## config.mk

```make
export PLATFORM = sky130hd
export DESIGN_NAME = axi_txn_scheduler_flat
export DESIGN_NICKNAME = d
export VERILOG_FILES = /design/src/rtl/axi_txn_scheduler_if.sv /design/src/rtl/axi_txn_scheduler.sv /design/src/flat_wrapper.sv
export SDC_FILE = /design/constraint.sdc
export NUM_CORES = 1
export LEC_CHECK = 0
export BUFFER_PORTS_ARGS = -buffer_cell sky130_fd_sc_hd__buf_2
export CAP_MARGIN = 15
export CORE_UTILIZATION = 50
export CTS_CLUSTER_DIAMETER = 30
export DETAILED_ROUTE_END_ITERATION = 8
export HOLD_SLACK_MARGIN = 0.1
export PLACE_DENSITY_LB_ADDON = 0.15
export SLEW_MARGIN = 10
export SYNTH_ARGS = -nofsm -noshare
export SYNTH_HDL_FRONTEND = slang
export SYNTH_SLANG_ARGS = --single-unit
```

## constraint.sdc

```tcl
create_clock -name ACLK -period 3.22 [get_ports ACLK]
set_input_delay 0.322 -clock ACLK [delete_from_list [all_inputs] [get_ports ACLK]]
set_output_delay 0.322 -clock ACLK [all_outputs]
set_load 0.01 [all_outputs]
```

## src/rtl/axi_txn_scheduler_if.sv

```systemverilog
// Command-issue interface between the FIFO decoder, the transaction scheduler and the
// AXI4 master's completion side.
//  slave  : scheduler view. It receives requests, drain and completions, and drives
//           grants, start pulses and status.
//  master : decoder/completion view, the mirror image of slave.
// Signals:
//  wr_req/rd_req        command ready, held until the matching grant
//  drain                block new grants
//  wr_done/rd_done      burst completion pulses (B handshake / RLAST beat)
//  wr_err/rd_err        error response, qualified by the matching done
//  wr_gnt/rd_gnt        command accepted
//  wr_trn_en/rd_trn_en  one-cycle burst start pulses
//  wr_outstanding/rd_outstanding  in-flight burst counts
//  idle, err_cnt, cnt_err         status
interface axi_txn_scheduler_if #(
  parameter int unsigned CNT_W = 3,
  parameter int unsigned ERR_W = 8
);
  logic             wr_req;
  logic             rd_req;
  logic             drain;
  logic             wr_done;
  logic             wr_err;
  logic             rd_done;
  logic             rd_err;
  logic             wr_gnt;
  logic             rd_gnt;
  logic             wr_trn_en;
  logic             rd_trn_en;
  logic [CNT_W-1:0] wr_outstanding;
  logic [CNT_W-1:0] rd_outstanding;
  logic             idle;
  logic [ERR_W-1:0] err_cnt;
  logic             cnt_err;

  modport slave (
    input  wr_req, rd_req, drain, wr_done, wr_err, rd_done, rd_err,
    output wr_gnt, rd_gnt, wr_trn_en, rd_trn_en, wr_outstanding, rd_outstanding,
           idle, err_cnt, cnt_err
  );

  modport master (
    output wr_req, rd_req, drain, wr_done, wr_err, rd_done, rd_err,
    input  wr_gnt, rd_gnt, wr_trn_en, rd_trn_en, wr_outstanding, rd_outstanding,
           idle, err_cnt, cnt_err
  );
endinterface

```

## src/rtl/axi_txn_scheduler.sv

```systemverilog
// AXI transaction scheduler.
// Arbitrates round-robin between pending write and read commands from the FIFO
// decoder. It turns each grant into a one-cycle burst start pulse and caps the number
// of outstanding bursts per direction at MAX_OUT. It also tracks completions, supports
// drain-to-idle, and counts error responses and counter underflows.
// Ports:
//  ACLK     clock, rising edge
//  ARESETn  asynchronous active-low reset
//  bus      scheduler side (slave modport) of axi_txn_scheduler_if
module axi_txn_scheduler #(
  parameter int unsigned MAX_OUT = 4,
  parameter int unsigned CNT_W   = 3,
  parameter int unsigned ERR_W   = 8
) (
  input  logic                  ACLK,
  input  logic                  ARESETn,
  axi_txn_scheduler_if.slave    bus
);

  localparam logic [CNT_W-1:0] MaxOut = CNT_W'(MAX_OUT);

  typedef enum logic [1:0] {
    StIdle   = 2'd0,
    StIssueW = 2'd1,
    StIssueR = 2'd2
  } state_e;

  state_e           state_q, state_d;
  // 1: the last grant went to the write side, 0: to the read side.
  logic             rr_last_wr_q, rr_last_wr_d;
  logic [CNT_W-1:0] wr_out_q, wr_out_d;
  logic [CNT_W-1:0] rd_out_q, rd_out_d;
  logic [ERR_W-1:0] err_cnt_q, err_cnt_d;
  logic             cnt_err_q, cnt_err_d;
  logic             idle_q, idle_d;

  logic             wr_elig, rd_elig;
  logic             wr_issue, rd_issue;
  logic             wr_uflow, rd_uflow;
  logic [ERR_W:0]   err_sum;

  assign wr_issue = (state_q == StIssueW);
  assign rd_issue = (state_q == StIssueR);

  assign wr_elig = bus.wr_req && !bus.drain && (wr_out_q < MaxOut);
  assign rd_elig = bus.rd_req && !bus.drain && (rd_out_q < MaxOut);

  // Arbitration FSM. Every issue cycle returns to idle, which limits the rate to one
  // grant every two cycles.
  always_comb begin
    state_d      = state_q;
    rr_last_wr_d = rr_last_wr_q;
    unique case (state_q)
      StIdle: begin
        if (wr_elig && (!rd_elig || !rr_last_wr_q)) begin
          state_d = StIssueW;
        end else if (rd_elig) begin
          state_d = StIssueR;
        end
      end
      StIssueW: begin
        state_d      = StIdle;
        rr_last_wr_d = 1'b1;
      end
      StIssueR: begin
        state_d      = StIdle;
        rr_last_wr_d = 1'b0;
      end
      default: state_d = StIdle;
    endcase
  end

  // Outstanding counters. An issue and a done in the same cycle cancel out. A done
  // with no burst in flight is an underflow: the count stays at zero.
  always_comb begin
    wr_out_d = wr_out_q;
    wr_uflow = 1'b0;
    unique case ({wr_issue, bus.wr_done})
      2'b10: wr_out_d = wr_out_q + CNT_W'(1);
      2'b01: begin
        if (wr_out_q == '0) begin
          wr_uflow = 1'b1;
        end else begin
          wr_out_d = wr_out_q - CNT_W'(1);
        end
      end
      default: wr_out_d = wr_out_q;
    endcase
  end

  always_comb begin
    rd_out_d = rd_out_q;
    rd_uflow = 1'b0;
    unique case ({rd_issue, bus.rd_done})
      2'b10: rd_out_d = rd_out_q + CNT_W'(1);
      2'b01: begin
        if (rd_out_q == '0) begin
          rd_uflow = 1'b1;
        end else begin
          rd_out_d = rd_out_q - CNT_W'(1);
        end
      end
      default: rd_out_d = rd_out_q;
    endcase
  end

  // The error counter can gain 0, 1 or 2 per cycle. It is summed one bit wider so
  // that a carry out means saturation.
  always_comb begin
    err_sum = {1'b0, err_cnt_q}
            + {{ERR_W{1'b0}}, bus.wr_done & bus.wr_err}
            + {{ERR_W{1'b0}}, bus.rd_done & bus.rd_err};
    err_cnt_d = err_sum[ERR_W] ? {ERR_W{1'b1}} : err_sum[ERR_W-1:0];
  end

  assign cnt_err_d = cnt_err_q | wr_uflow | rd_uflow;

  // The idle state has no grant active, so idle only needs the state and the counters.
  assign idle_d = (state_q == StIdle) && (wr_out_q == '0) && (rd_out_q == '0);

  always_ff @(posedge ACLK or negedge ARESETn) begin
    if (!ARESETn) begin
      state_q      <= StIdle;
      rr_last_wr_q <= 1'b0;
      wr_out_q     <= '0;
      rd_out_q     <= '0;
      err_cnt_q    <= '0;
      cnt_err_q    <= 1'b0;
      idle_q       <= 1'b1;
    end else begin
      state_q      <= state_d;
      rr_last_wr_q <= rr_last_wr_d;
      wr_out_q     <= wr_out_d;
      rd_out_q     <= rd_out_d;
      err_cnt_q    <= err_cnt_d;
      cnt_err_q    <= cnt_err_d;
      idle_q       <= idle_d;
    end
  end

  assign bus.wr_gnt         = wr_issue;
  assign bus.rd_gnt         = rd_issue;
  assign bus.wr_trn_en      = wr_issue;
  assign bus.rd_trn_en      = rd_issue;
  assign bus.wr_outstanding = wr_out_q;
  assign bus.rd_outstanding = rd_out_q;
  assign bus.idle           = idle_q;
  assign bus.err_cnt        = err_cnt_q;
  assign bus.cnt_err        = cnt_err_q;

  a_one_grant: assert property (@(posedge ACLK) disable iff (!ARESETn)
    !(bus.wr_gnt && bus.rd_gnt));
  a_wr_cap: assert property (@(posedge ACLK) disable iff (!ARESETn) wr_out_q <= MaxOut);
  a_rd_cap: assert property (@(posedge ACLK) disable iff (!ARESETn) rd_out_q <= MaxOut);

endmodule

```

## src/flat_wrapper.sv

```systemverilog
// flat-port wrapper written by rule: the top's interface ports become plain ports
module axi_txn_scheduler_flat 
#(
  parameter int unsigned MAX_OUT = 4,
  parameter int unsigned CNT_W   = 3,
  parameter int unsigned ERR_W   = 8
)
  (ACLK, ARESETn, bus_wr_req, bus_rd_req, bus_drain, bus_wr_done, bus_wr_err, bus_rd_done, bus_rd_err, bus_wr_gnt, bus_rd_gnt, bus_wr_trn_en, bus_rd_trn_en, bus_wr_outstanding, bus_rd_outstanding, bus_idle, bus_err_cnt, bus_cnt_err);
  axi_txn_scheduler_if #(.CNT_W(CNT_W), .ERR_W(ERR_W)) bus_i ();
  input  logic ACLK;
  input  logic ARESETn;
  input wire logic [$bits(bus_i.wr_req)-1:0] bus_wr_req;
  input wire logic [$bits(bus_i.rd_req)-1:0] bus_rd_req;
  input wire logic [$bits(bus_i.drain)-1:0] bus_drain;
  input wire logic [$bits(bus_i.wr_done)-1:0] bus_wr_done;
  input wire logic [$bits(bus_i.wr_err)-1:0] bus_wr_err;
  input wire logic [$bits(bus_i.rd_done)-1:0] bus_rd_done;
  input wire logic [$bits(bus_i.rd_err)-1:0] bus_rd_err;
  output wire logic [$bits(bus_i.wr_gnt)-1:0] bus_wr_gnt;
  output wire logic [$bits(bus_i.rd_gnt)-1:0] bus_rd_gnt;
  output wire logic [$bits(bus_i.wr_trn_en)-1:0] bus_wr_trn_en;
  output wire logic [$bits(bus_i.rd_trn_en)-1:0] bus_rd_trn_en;
  output wire logic [$bits(bus_i.wr_outstanding)-1:0] bus_wr_outstanding;
  output wire logic [$bits(bus_i.rd_outstanding)-1:0] bus_rd_outstanding;
  output wire logic [$bits(bus_i.idle)-1:0] bus_idle;
  output wire logic [$bits(bus_i.err_cnt)-1:0] bus_err_cnt;
  output wire logic [$bits(bus_i.cnt_err)-1:0] bus_cnt_err;
  assign bus_i.wr_req = bus_wr_req;
  assign bus_i.rd_req = bus_rd_req;
  assign bus_i.drain = bus_drain;
  assign bus_i.wr_done = bus_wr_done;
  assign bus_i.wr_err = bus_wr_err;
  assign bus_i.rd_done = bus_rd_done;
  assign bus_i.rd_err = bus_rd_err;
  assign bus_wr_gnt = bus_i.wr_gnt;
  assign bus_rd_gnt = bus_i.rd_gnt;
  assign bus_wr_trn_en = bus_i.wr_trn_en;
  assign bus_rd_trn_en = bus_i.rd_trn_en;
  assign bus_wr_outstanding = bus_i.wr_outstanding;
  assign bus_rd_outstanding = bus_i.rd_outstanding;
  assign bus_idle = bus_i.idle;
  assign bus_err_cnt = bus_i.err_cnt;
  assign bus_cnt_err = bus_i.cnt_err;
  axi_txn_scheduler #(.MAX_OUT(MAX_OUT), .CNT_W(CNT_W), .ERR_W(ERR_W)) u_core (.ACLK(ACLK), .ARESETn(ARESETn), .bus(bus_i));
endmodule
```

==> flow_summary.yaml, run 1 <==
outcome:
  outcome: "completed"
timing:
  setup_viol: 0
  max-slew-margin-rel_pct: 71.79
  final_hold_viol_count: 0
  final_max_slew_viol_count: 0
  fin_setup_tns_ns: 0
  fmax_mhz: 522.3
  fin_worst_skew_ns: 0.001530
  fin_crit_ns: 1.914
  worst_pin_slew_ns: 0.4231
  grt_setup_unrepaired: "false"
  finalCritPeriodShare_pct: 59.46
power:
  power_mw: 1.126
  ir_drop_mv: 0.4811
  power.density_nw_per_um2: 906.2
  p_leak_nw: 0.6125
layout:
  final_common_cell: "buf_2"
  nNetsFinal: 150
  drive_gt1_share_pct: 27.07
  seq_area_um2: 476.7
  antennaDiodeCount: 0
  multi_input_area_um2: 513.0
  fill_cells: 171
  area_delta_synth_final_pct: 17.65
  final_cell_mix: "buf_2, dfrtp_1, inv_1, nand3_1"
yosys:
  synth_xor_area_share_pct: 3.318
  synth_cell_types: 41
  synth_compound_area_share_pct: 12.56
  synth_warnings: 0
  synth-edff-count: 0
  yosys_most_used_dff: "dfrtp_1"
  synth_nets: 120
  ys_ff_latch: 19
  netlist_area_um2: 1056
  synth_fa_ha_area_share_pct: 10.43
  synthMuxAreaShare_pct: 2.014
  async_reset_ff_share_pct: 100.0
  synth_cells: 104
  synth_top_family_by_area: "simple AND/OR/NAND/NOR gates"
  yosysTopAreaCell: "dfrtp_1"
  seq_area_frac_synth_pct: 45.14
  synthSimpleGateAreaFrac_pct: 20.26
  synth.avg_cell_area_um2: 10.15
  synth.area.top_cells: "dfrtp_1, fa_1, ha_1"
  synth_top_area_share_pct: 42.65
die:
  die_h_um: 47.96
  die_area_um2: 2300
  start_util_pct: 53.28
  dieWidth_um: 47.96
  ios: 29
  core_um2: 1982
  rows: 16
clocking:
  cts_resized: 0
  cts_buffer_depth: 2
  post-cts-setup-buffer-count: 0
  clk_pin_slew_worst_paths_ns: 0.11
  numCtsBuffers: 3
  h-tree-depth: 1
  cts_tree: "yes"
  worstSkewPairLatency_ns: 0.29
  clock_sinks: 19
  postCtsHoldBufs: 1
  clock_tree.root_cell: "clkbuf_4"
critical_path:
  worstSetupStartpoint: "u_core.state_q[1]"
  critPathCapture: "u_core.bus.wr_outstanding[2]"
  worst-setup-path-type: "flip-flop to flip-flop"
  reg2reg_depth: 7
  cp.required_ns: 3.40
  crit_path_end_kind: "flip-flop"
  arrival_ns: 2.10
  r2r_end: "u_core.bus.wr_outstanding[2]"
  reg2reg_slack_ns: 1.31
  crit-reg2reg-launch: "u_core.state_q[1]"
  crit_fanout: 6
  start_kind: "flip-flop"
route:
  vias: 845
  wirelength_um: 2006
  ant_nets: 0
  first_iter_violations: 17
  routedWlPerCell_um: 12.54
  vias_per_cell: 5.281
  drc: 0
  first_pass_iters: 4
grt:
  grt_usage_pct: 19.83
  grt_max_degree: 20
  overflow: 0
  antenna_found_initial: 0
  grt_pass1_vias: 724
  grt_pass1_wl_um: 3105
worst_hold_path:
  worst_hold_path_type: "input pin to flip-flop"
place:
  gp_congestion: 0.7511
  dp_hpwl_um: 1524
  portBuffers: 28
job:
  cap_violations: 0
-- worst max-delay path: stages (launching register included) --
cell and delay [ns]:
dfrtp_1 0.38, inv_1 0.07, ha_1 0.24, nand2b_2 0.24
fa_1 0.41, nor2b_1 0.17, mux2i_1 0.21, nand3_1 0.09
-- per-stage QoR --
stage	area, µm²	std cells	setup slack (ns)	hold slack, ns	util [%]
global route	1242	160	1.153	0.2941	62.69
CTS	1242	160	1.259	0.3056	62.69
detailed placement	1206	155	1.290	0.2936	60.86
finish	1242	160	1.306	0.3074	62.69
floorplan	1056	104	1.417	0.02641	-
global placement	1206	155	1.329	0.2824	60.86
-- cell type report --
type	count	area share [%]
Clock buffer	4	2.115
Sequential cell	19	38.37
Multi-Input combinational cell	70	41.29
Inverter	11	3.424
Tap cell	27	2.719
Timing Repair Buffer	29	12.08
-- cells in the mapped netlist, types with 3 or more instances --
master,number
dfrtp_1,18
inv_1,10
nand3_1,7
a31oi_1,5
nand2_1,5
nand2b_1,5
ha_1,4
nor2_1,4
fa_1,3
nor2b_1,3
nor3_1,3
o21ai_1,3
xnor2_1,3
-- registers in the layout (all words and copies together) (netlist names) --
name                       cells
u_core.bus.wr_outstanding      3
u_core.bus.rd_outstanding      3
u_core.rr_last_wr_q            1
u_core.bus.idle                1
u_core.state_q                 2
u_core.bus.err_cnt             8
u_core.bus.cnt_err             1
-- worst min-delay path by stage --
| stage | from | slack [ns] | cells past startpoint | to |
|---|---|---|---|---|
| finish | bus_wr_req | 0.31 | 3 | u_core.state_q[0] |
| global route | bus_wr_req | 0.29 | 3 | u_core.state_q[0] |
| CTS | bus_wr_req | 0.31 | 3 | u_core.state_q[0] |
| detailed placement | ARESETn | 0.29 | 1 | u_core.rr_last_wr_q |
| global placement | ARESETn | 0.28 | 1 | u_core.rr_last_wr_q |
| floorplan | ARESETn | 0.03 | 0 | u_core.bus.cnt_err |
-- cells by family (layout without fill, tap and decap cells) --
family	count (synthesis)	in the layout
flops	19	19
buf+inv	15	44
mux	2	2
compound gates	19	19
xor+xnor	4	4
fa+ha+maj	7	7
simple gates	38	38
-- layer usage --
| metal | up-vias | global-route usage [%] | share of wire, % | wire [µm] |
|---|---|---|---|---|
| li1 | 418 | - | - | - |
| met3 | 2 | 3.396 | 4.5 | 91 |
| met1 | 399 | 28.61 | 50 | 1009 |
| met2 | 26 | 29.46 | 44 | 892 |
| met5 | - | 0 | 0 | 0 |
| met4 | 0 | 8.333 | 0.60 | 12 |
-- report_power, final --
part           internal (mW)  total (mW)  switching, mW
registers              0.343       0.459          0.116
clock network         0.0481       0.119         0.0712
logic                  0.259       0.548          0.289
total                  0.650        1.13          0.476
(Power assumes the default switching activity.)
==> inputs of run 2 (changes only) <==
==> constraint.sdc (replaced) <==
create_clock -name ACLK -period 1.9 [get_ports ACLK]
set_input_delay 0.19 -clock ACLK [delete_from_list [all_inputs] [get_ports ACLK]]
set_output_delay 0.19 -clock ACLK [all_outputs]
set_load 0.01 [all_outputs]
==> flow_summary.yaml, run 2 (synthesis gave the netlist of run 1 again) <==
outcome:
  outcome: "completed"
place:
  gp_congestion: 0.7682
  placed_cells: 158
  portBuffers: 28
  dp_hpwl_um: 1588
die:
  rows: 16
  die_area_um2: 2300
  dieWidth_um: 47.96
  ios: 29
  start_util_pct: 53.28
  core_um2: 1982
  die_h_um: 47.96
layout:
  drive_gt1_share_pct: 31.39
  nNetsFinal: 154
  antennaDiodeCount: 0
  final_cells: 164
  final_cell_mix: "buf_2, dfrtp_1, inv_1, nand3_1"
  final_common_cell: "buf_2"
  area_delta_synth_final_pct: 21.09
  largest_reg_flops: 8
clocking:
  clk_pin_slew_worst_paths_ns: 0.11
  numCtsBuffers: 3
  cts_buffer_depth: 2
  cts_tree: "yes"
  h-tree-depth: 1
  clock_tree.root_cell: "clkbuf_4"
  clock_sinks: 19
  worstSkewPairLatency_ns: 0.30
timing:
  max-slew-margin-rel_pct: 72.88
  fin_setup_tns_ns: 0
  finalCritPeriodShare_pct: 94.55
  worst_pin_slew_ns: 0.4068
  final_max_slew_viol_count: 0
  fmax_mhz: 556.6
  final_hold_viol_count: 0
  whs_ns: 0.1567
  setup_viol: 0
  fin_crit_ns: 1.796
  fin_worst_skew_ns: 0.006429
  grt_setup_unrepaired: "false"
route:
  first_pass_iters: 4
  vias: 838
  first_iter_violations: 6
  vias_per_cell: 5.110
  routedWlPerCell_um: 12.41
  drc: 0
  ant_nets: 0
  wirelength_um: 2036
grt:
  grt_pass1_wl_um: 3001
  overflow: 0
  antenna_found_initial: 0
  grt_max_degree: 20
  grt_usage_pct: 19.78
  grt_pass1_vias: 690
job:
  cap_violations: 0
critical_path:
  cpMaxStageDelayCell: "or4_1"
  max_stage_delay_ns: 0.50
  path_cells: "inv_1 -> ha_1 -> nand2b_2 -> fa_2 -> clkinvlp_2 -> or4_1 -> nand3_1"
  crit_fanout: 5
  crit_path_end_kind: "flip-flop"
  cp.required_ns: 2.15
  start_kind: "flip-flop"
  worst-setup-path-type: "flip-flop to flip-flop"
  arrival_ns: 2.05
power:
  ir_drop_mv: 1.015
  p_leak_nw: 0.6345
  power.density_nw_per_um2: 1536
worst_hold_path:
  worst_hold_path_type: "input pin to flip-flop"
## run 2: cell count changes in the layout (fill, tap and decap cells not counted), sizes merged
cell | before | now
buf | 28 | 32
clkinv | 0 | 1
clkbuf | 4 | 3
## run 2: path summary, 6_finish.rpt
kind	slack, ns	depth (start not counted)	endpoint	startpoint
setup / recovery	0.10	7	u_core.bus.wr_outstanding[2]	u_core.state_q[1]
hold / removal	0.16	3	u_core.state_q[0]	bus_wr_req
setup reg to reg	0.10	7	u_core.bus.wr_outstanding[2]	u_core.state_q[1]
hold reg to reg	0.54	1	u_core.rr_last_wr_q	u_core.rr_last_wr_q
max in group asynchronous	1.25	2	u_core.bus.idle	ARESETn
min in group asynchronous	0.33	2	u_core.rr_last_wr_q	ARESETn
## run 2: final cells by class
type | count | area (µm²)
sequential | 19 | 476.7
inverter | 11 | 42.54
tap | 27 | 33.78
timing repair buffer | 33 | 180.2
clock inverter | 1 | 5.005
clock buffer | 3 | 22.52
multi-input combinational | 70 | 518.0
fill | 169 | 703.2
## run 2: timing repair
action,CTS,global route
hold endpoints to repair,18,0
endpoints found under the setup margin,0,2
resized for setup,0,2
hold buffers,1,0
buffers inserted,0,1
## run 2: power by group
| part | switching (mW) | total, mW | internal (mW) |
|---|---|---|---|
| combinational | 0.506 | 0.980 | 0.474 |
| clock | 0.128 | 0.207 | 0.0786 |
| sequential | 0.195 | 0.776 | 0.582 |
| total | 0.829 | 1.96 | 1.13 |
## run 2: stage by stage
step / setup WS (ns) / util [%] / total power [mW] / area, µm²
floorplan: 0.09686 / - / 1.418 / 1056
global placement: 0.09746 / 61.99 / 1.711 / 1229
detailed placement: 0.08575 / 61.99 / 1.741 / 1229
CTS: 0.05627 / 63.89 / 1.960 / 1266
global route: 0.005363 / 64.52 / 2.163 / 1279
finish: 0.1035 / 64.52 / 1.964 / 1279
## run 2: layer usage
metal / share of wire, % / vias to the layer above / track usage (%)
met5: 0 / - / 0
met4: 1.4 / 0 / 7.778
li1: - / 424 / -
met1: 49 / 389 / 25.85
met2: 45 / 20 / 30.27
met3: 4.7 / 5 / 6.792
## run 2: worst max-delay path: cells and delay by family (launching register included)
family                   cells  cell delay [ns]
AND/OR/NAND/NOR              3             0.76
flip-flops                   1             0.41
adder cells (fa/ha/maj)      2             0.40
buffers and inverters        2             0.19
==> inputs of run 3 (changes only) <==
==> constraint.sdc (replaced) <==
create_clock -name ACLK -period 2 [get_ports ACLK]
set_input_delay 0.2 -clock ACLK [delete_from_list [all_inputs] [get_ports ACLK]]
set_output_delay 0.2 -clock ACLK [all_outputs]
set_load 0.01 [all_outputs]
==> flow_summary.yaml, run 3 (synthesis gave the netlist of run 1 again) <==
outcome:
  outcome: "completed"
clocking:
  postCtsHoldBufs: 1
  post-cts-setup-buffer-count: 0
  clock_sinks: 19
  h-tree-depth: 1
  numCtsBuffers: 3
  clock_tree.root_cell: "clkbuf_4"
  clk_pin_slew_worst_paths_ns: 0.10
  worstSkewPairLatency_ns: 0.29
  cts_buffer_depth: 2
  cts_resized: 0
  cts_tree: "yes"
route:
  vias: 831
  wirelength_um: 1956
  first_pass_iters: 5
  vias_per_cell: 5.161
  ant_nets: 0
  drc: 0
  first_iter_violations: 12
  routedWlPerCell_um: 12.15
die:
  die_area_um2: 2300
  core_um2: 1982
  dieWidth_um: 47.96
  die_h_um: 47.96
  start_util_pct: 53.28
  ios: 29
  rows: 16
critical_path:
  worst-setup-path-type: "flip-flop to flip-flop"
  cp.required_ns: 2.19
  start_kind: "flip-flop"
  crit_path_end_kind: "flip-flop"
  arrival_ns: 2.02
  crit_fanout: 5
job:
  cap_violations: 0
timing:
  grt_setup_unrepaired: "false"
  max-slew-margin-rel_pct: 72.81
  fin_worst_skew_ns: 0.007775
  fin_crit_ns: 1.834
  final_hold_viol_count: 0
  final_max_slew_viol_count: 0
  setup_slack_ns: 0.1656
  setup_viol: 0
  fin_setup_tns_ns: 0
  fmax_mhz: 545.1
  whs_ns: 0.1709
  worst_pin_slew_ns: 0.4079
  finalCritPeriodShare_pct: 91.72
place:
  dp_hpwl_um: 1511
  portBuffers: 28
  place_ws_ns: 0.1849
  placed_cells: 156
  gp_congestion: 0.7603
power:
  p_leak_nw: 0.6178
  power_mw: 1.810
  power.density_nw_per_um2: 1448
  ir_drop_mv: 0.9948
worst_hold_path:
  worst_hold_path_type: "input pin to flip-flop"
grt:
  antenna_found_initial: 0
  grt_max_degree: 20
  grt_usage_pct: 19.67
  grt_pass1_wl_um: 2987
  overflow: 0
  grt_pass1_vias: 670
layout:
  area_delta_synth_final_pct: 18.37
  antennaDiodeCount: 0
  final_cell_mix: "buf_2, dfrtp_1, inv_1, nand3_1"
  fill_cells: 174
  largest_reg_flops: 8
  nNetsFinal: 151
  final_common_cell: "buf_2"
  drive_gt1_share_pct: 27.61
  final_cells: 161
==> run 3: cell count changes in the layout (fill, tap and decap cells not counted), sizes merged <==
cell | previous run | this run
clkinv | 1 | 0
buf | 32 | 29
clkbuf | 3 | 4
==> run 3: where the power goes <==
group          total [mW]  switching (mW)  internal, mW
sequential          0.732           0.179         0.553
clock               0.185           0.108        0.0775
combinational       0.892           0.471         0.421
total                1.81           0.758          1.05
==> run 3: layout make-up <==
type | count | area, µm² | share of cell area [%]
timing repair buffer | 30 | 157.7 | 12.61
inverter | 11 | 42.54 | 3.403
multi-input combinational | 70 | 513.0 | 41.04
clock buffer | 4 | 26.28 | 2.102
tap | 27 | 33.78 | 2.703
sequential | 19 | 476.7 | 38.14
==> run 3: worst max-delay path, stage by stage, from the launching register on <==
cell and delay [ns]:
dfrtp_1 0.39, inv_1 0.07, ha_1 0.20, nand2b_2 0.22
fa_1 0.42, nor2b_1 0.16, mux2i_1 0.19, nand3_1 0.08
==> run 3: final timing paths <==
| check | to | depth (start not counted) | from | slack (ns) |
|---|---|---|---|---|
| worst max-delay path | u_core.bus.wr_outstanding[2] | 7 | u_core.state_q[1] | 0.17 |
| worst min-delay path | u_core.state_q[0] | 3 | bus_wr_req | 0.17 |
| worst max register to register | u_core.bus.wr_outstanding[2] | 7 | u_core.state_q[1] | 0.17 |
| worst min register to register | u_core.bus.cnt_err | 2 | u_core.bus.cnt_err | 0.50 |
| max in group asynchronous | u_core.bus.idle | 2 | ARESETn | 1.32 |
| min in group asynchronous | u_core.state_q[0] | 2 | ARESETn | 0.36 |
==> run 3: through the flow <==
step | util [%] | cell area [µm²]
CTS | 63.07 | 1250
global placement | 61.24 | 1214
detailed placement | 61.24 | 1214
finish | 63.07 | 1250
floorplan | - | 1056
global route | 63.07 | 1250
==> run 3: routing by layer <==
metal | track usage, % | vias to the layer above | share of wire, %
met3 | 3.396 | 2 | 4.6
met4 | 10.00 | 0 | 1.1
li1 | - | 422 | -
met2 | 26.76 | 26 | 44
met1 | 29.81 | 381 | 50
met5 | 0 | - | 0
